File: config.mk
export PLATFORM = sky130hd
export DESIGN_NAME = reg_stream_reader
export DESIGN_NICKNAME = d
export VERILOG_FILES = /design/src/rtl/reg_stream_reader.sv
export SDC_FILE = /design/constraint.sdc
export NUM_CORES = 1
export LEC_CHECK = 0
export ABC_AREA = 1
export BUFFER_PORTS_ARGS = -buffer_cell sky130_fd_sc_hd__buf_2
export CAP_MARGIN = 30
export CELL_PAD_IN_SITES_DETAIL_PLACEMENT = 0
export CELL_PAD_IN_SITES_GLOBAL_PLACEMENT = 1
export CORE_UTILIZATION = 40
export CTS_CLUSTER_DIAMETER = 50
export DETAILED_ROUTE_END_ITERATION = 10
export PLACE_DENSITY = 0.86
export SLEW_MARGIN = 0
export SYNTH_ARGS = -nofsm -noshare
export SYNTH_HDL_FRONTEND = slang
export SYNTH_SLANG_ARGS = --single-unit
File: constraint.sdc
create_clock -name clk -period 3.6 [get_ports clk]
set_input_delay 0.36 -clock clk [delete_from_list [all_inputs] [get_ports clk]]
set_output_delay 0.36 -clock clk [all_outputs]
set_load 0.05 [all_outputs]
File: src/rtl/reg_stream_reader.sv
// Parallel-load, serial-read word buffer: captures N words of M bits in one
// cycle and streams them out word 0 first over a valid/ready handshake.
module reg_stream_reader #(
  parameter int M = 18,
  parameter int N = 4
) (
  input  logic           clk,
  input  logic           rst,
  input  logic           load,
  input  logic [N*M-1:0] in_data,
  output logic           busy,
  output logic [M-1:0]   out_data,
  output logic           out_valid,
  input  logic           out_ready,
  output logic           out_last,
  output logic           done
);

  localparam int IW = (N > 1) ? $clog2(N) : 1;
  localparam logic [IW-1:0] LAST_IDX = IW'(N - 1);

  typedef enum logic {
    IDLE = 1'b0,
    SEND = 1'b1
  } state_t;

  state_t          state;
  logic [IW-1:0]   index;
  logic [M-1:0]    buffer [N];

  always_ff @(posedge clk or posedge rst) begin
    if (rst) begin
      state <= IDLE;
      index <= '0;
      done  <= 1'b0;
      for (int i = 0; i < N; i++) buffer[i] <= '0;
    end else begin
      done <= 1'b0;
      case (state)
        IDLE: begin
          if (load) begin
            for (int i = 0; i < N; i++) buffer[i] <= in_data[i*M +: M];
            index <= '0;
            state <= SEND;
          end
        end
        SEND: begin
          // load is deliberately not looked at here: the buffer is frozen mid-stream
          if (out_ready) begin
            if (index == LAST_IDX) begin
              index <= '0;
              state <= IDLE;
              done  <= 1'b1;
            end else begin
              index <= index + IW'(1);
            end
          end
        end
        default: state <= IDLE;
      endcase
    end
  end

  // Outputs depend only on state and index, so out_ready never reaches them.
  assign out_valid = (state == SEND);
  assign busy      = out_valid;
  assign out_last  = out_valid && (index == LAST_IDX);
  assign out_data  = out_valid ? buffer[index] : '0;

endmodule

==> results by group <==
STA
  • Fin. Hold Viols: 0
  • Unrepaired setup endpoints after global routing: no
  • Fmax: 0.355 GHz
  • Worst-margin pin slew: approximately 0.79 ns
  • Setup_tns: 0 ns
  • Relative slew slack: 47.1%
  • Clock skew: 0.00474 ns
  • Final min period: approximately 2.8 ns
  • Final setup viols: 0
  • WHS: 0.0426 ns
  • Final period utilization: 78.3%
  • Final Max Tran Viols: 0

Detailed routing
  • DRC Markers: 0
  • Initial drt markers: between 150 and 200
  • Vias: 3185
  • First-pass DRT Iterations: 4
  • Detail Route Antenna Nets: 0
  • Final WL: 9.32 mm
  • Routed len/inst: ~14 um
  • Via density: 4.66

Yosys
  • Syn avg cell area: 8.46 sq um
  • Syn Nets: roughly 540
  • Mapped Area: 3940 sq um
  • Register bit total from synthesis: 76
  • FFs w/ async S/R, synth: 100%
  • Yosys top cell area share: between 40% and 50%
  • Synth Flop Type: dfrtp_1
  • Leading area contributor after synthesis: dfrtp_1
  • Synth area leaders: dfrtp_1 (48%), a21oi_2 (15%), nand2_1 (7.4%)
  • Post-synthesis sequential area ratio: 48.3%
  • Most common cell in the netlist: nand2_1
  • Top post-synthesis cells by count: nand2_1 (78), dfrtp_1 (76), nor2_1 (75)
  • Ys Warns: 0
  • Synth cell types: 16
  • Cells after Synth: roughly 470
  • Post-synth EDFFs: 0

Clock network
  • Cts bufs inserted: 9
  • Clk sink count: 76
  • Post CTS Setup Buffer Count: 0
  • Root Buffer: clkbuf_8
  • Worst-path clk slew: 0.08 ns
  • CTS tree: done
  • H-tree lvl count: 3
  • Clk_lat worst skew: 0.34 ns
  • CTS resizes: 0
  • CTS Hold Bufs: 0
  • Clock Tree Buf Depth: 2

Worst setup path
  • CP max FO: 36
  • Endpoint class of the critical path: primary output
  • R2r endpoint: buffer[65]
  • Worst EP required: 3.24 ns
  • Worst EP arrival: 2.46 ns
  • Setup crit start: index[0]
  • FF-to-FF setup slack: between 1.5 and 2 ns
  • Max incr delay on CP: 0.87 ns
  • CP top delay family: flip-flops
  • Startpoint Class: register
  • Crit Reg-Reg Startpoint: busy
  • Critical path's slowest cell: dfrtp_1
  • Worst r2r path cells: 5
  • Critical path buffer and inverter count: 2
  • Worst Setup Path Type: reg -> out
  • Worst path cell trace: inv_2, nand2_1, nand3_1, a21oi_1, buf_2

Finish
  • Area grow syn2layout: 17.0%
  • Share of cells above drive strength 1: 33.8%
  • Final Net Count: 626
  • # diodes: 0

Global route
  • First-pass GRT wire length: approximately 15 mm
  • GR Overflow Total: 0
  • Maximum number of pins on one net before global-route repair: 91
  • Antenna violations before repair: 0
  • Vias in the first global route: 3356
  • GRT Resource Usage Total: 19.6%

Floorplanning
  • Starting Density: 42.1%
  • Die Footprint: 10300 sq um
  • Row count: 35
  • Die extent in y: 101 um
  • I/O pins: 98
  • Die X: 101 um
  • Core area: roughly 9400 sq um

Placement
  • Routability cong.: 0.862
  • Detail Placement HPWL: about 6.7 mm
  • Port-buffer cells: 97

Worst hold path
  • Min-Delay Path Class: in -> async

Run
  • Max_cap viols: 0

Pwr
  • Leak pwr: 2.44 nW
  • Power Density: roughly 1000 nW/um^2
  • Max VDD drop: 0.000903 V

Outcome
  • Run status: complete, no violations
cells by family after synthesis:
| family | Yosys count | synth area share (%) |
|---|---|---|
| flip-flops | 76 | 48.3 |
| adder cells (fa/ha/maj) | 1 | 0.317 |
| AO/OA/AOI/OAI | 92 | 18.1 |
| AND/OR/NAND/NOR | 191 | 19.4 |
| buffers and inverters | 106 | 13.9 |
power breakdown:
group	total (mW)	internal (mW)	leakage [nW]	switching [mW]
registers	1.42	1.24	0.828	0.180
logic	2.48	0.694	1.51	1.79
clock network	0.723	0.409	0.107	0.314
stage by stage:
step | power (mW) | std cells | cell area [sq um] | setup WS (ns) | util [%]
after floorplan | 3.46 | 466 | 3940 | 1.30 | -
after global routing | 4.96 | 683 | 4610 | 0.538 | 49.2
after detailed placement | 3.93 | 667 | 4390 | 1.20 | 46.9
final | 4.63 | 683 | 4610 | 0.781 | 49.2
after global placement | 3.87 | 666 | 4360 | 1.25 | 46.6
after CTS | 4.66 | 683 | 4610 | 0.807 | 49.2
how the worst max path moves through the flow:
stage	cells after the start	to	slack [ns]
2_1_floorplan	1	buffer[0]	1.30
3_3_place_gp	5	out_data[5]	1.25
3_5_place_dp	5	out_data[12]	1.20
4_1_cts	5	out_data[5]	0.81
5_1_grt	5	out_data[5]	0.54
6_report	5	out_data[13]	0.78
final cells by class:
cell class,count,area (sq um)
fill,962,4760
sequential,76,1900
multi-input combinational,284,1500
timing repair buffer,101,536
inverter,77,289
tap,129,161
clock buffer,12,145
clock inverter,4,72.6
metal layers:
metal / global-route usage (%) / routed length [um] / up-vias
met5: 0 / 0 / -
met4: 5.46 / 118 / 0
met3: 4.69 / 576 / 10
li1: - / - / 1594
met1: 25.6 / 4180 / 1480
met2: 32.7 / 4450 / 101
state kept, by name, summed over array words and instances (netlist names):
name    cells
buffer     72
index       2
busy        1
done        1
worst reg2reg max path, cell delays in order, from the launching register on:
cell and delay, ns:
dfrtp_1 0.47, inv_2 0.36, nand2_8 0.37, buf_16 0.38
nor2_1 0.30, a21oi_2 0.04
placed cells by master (no fill, tap or decap):
master | synthesis | routed
a21oi_1 | 24 | 24
a21oi_2 | 67 | 67
buf_16 | 0 | 1
buf_2 | 7 | 97
buf_4 | 3 | 3
bufinv_16 | 0 | 2
clkbuf_1 | 2 | 2
clkbuf_8 | 0 | 10
clkinv_2 | 0 | 1
clkinvlp_4 | 0 | 1
dfrtp_1 | 76 | 76
ha_1 | 1 | 1
inv_1 | 74 | 73
inv_2 | 3 | 4
nand2_1 | 78 | 78
nand2_8 | 0 | 1
nand3_1 | 37 | 37
nor2_1 | 75 | 75
o21ai_0 | 1 | 1
(Power assumes the default switching activity.)
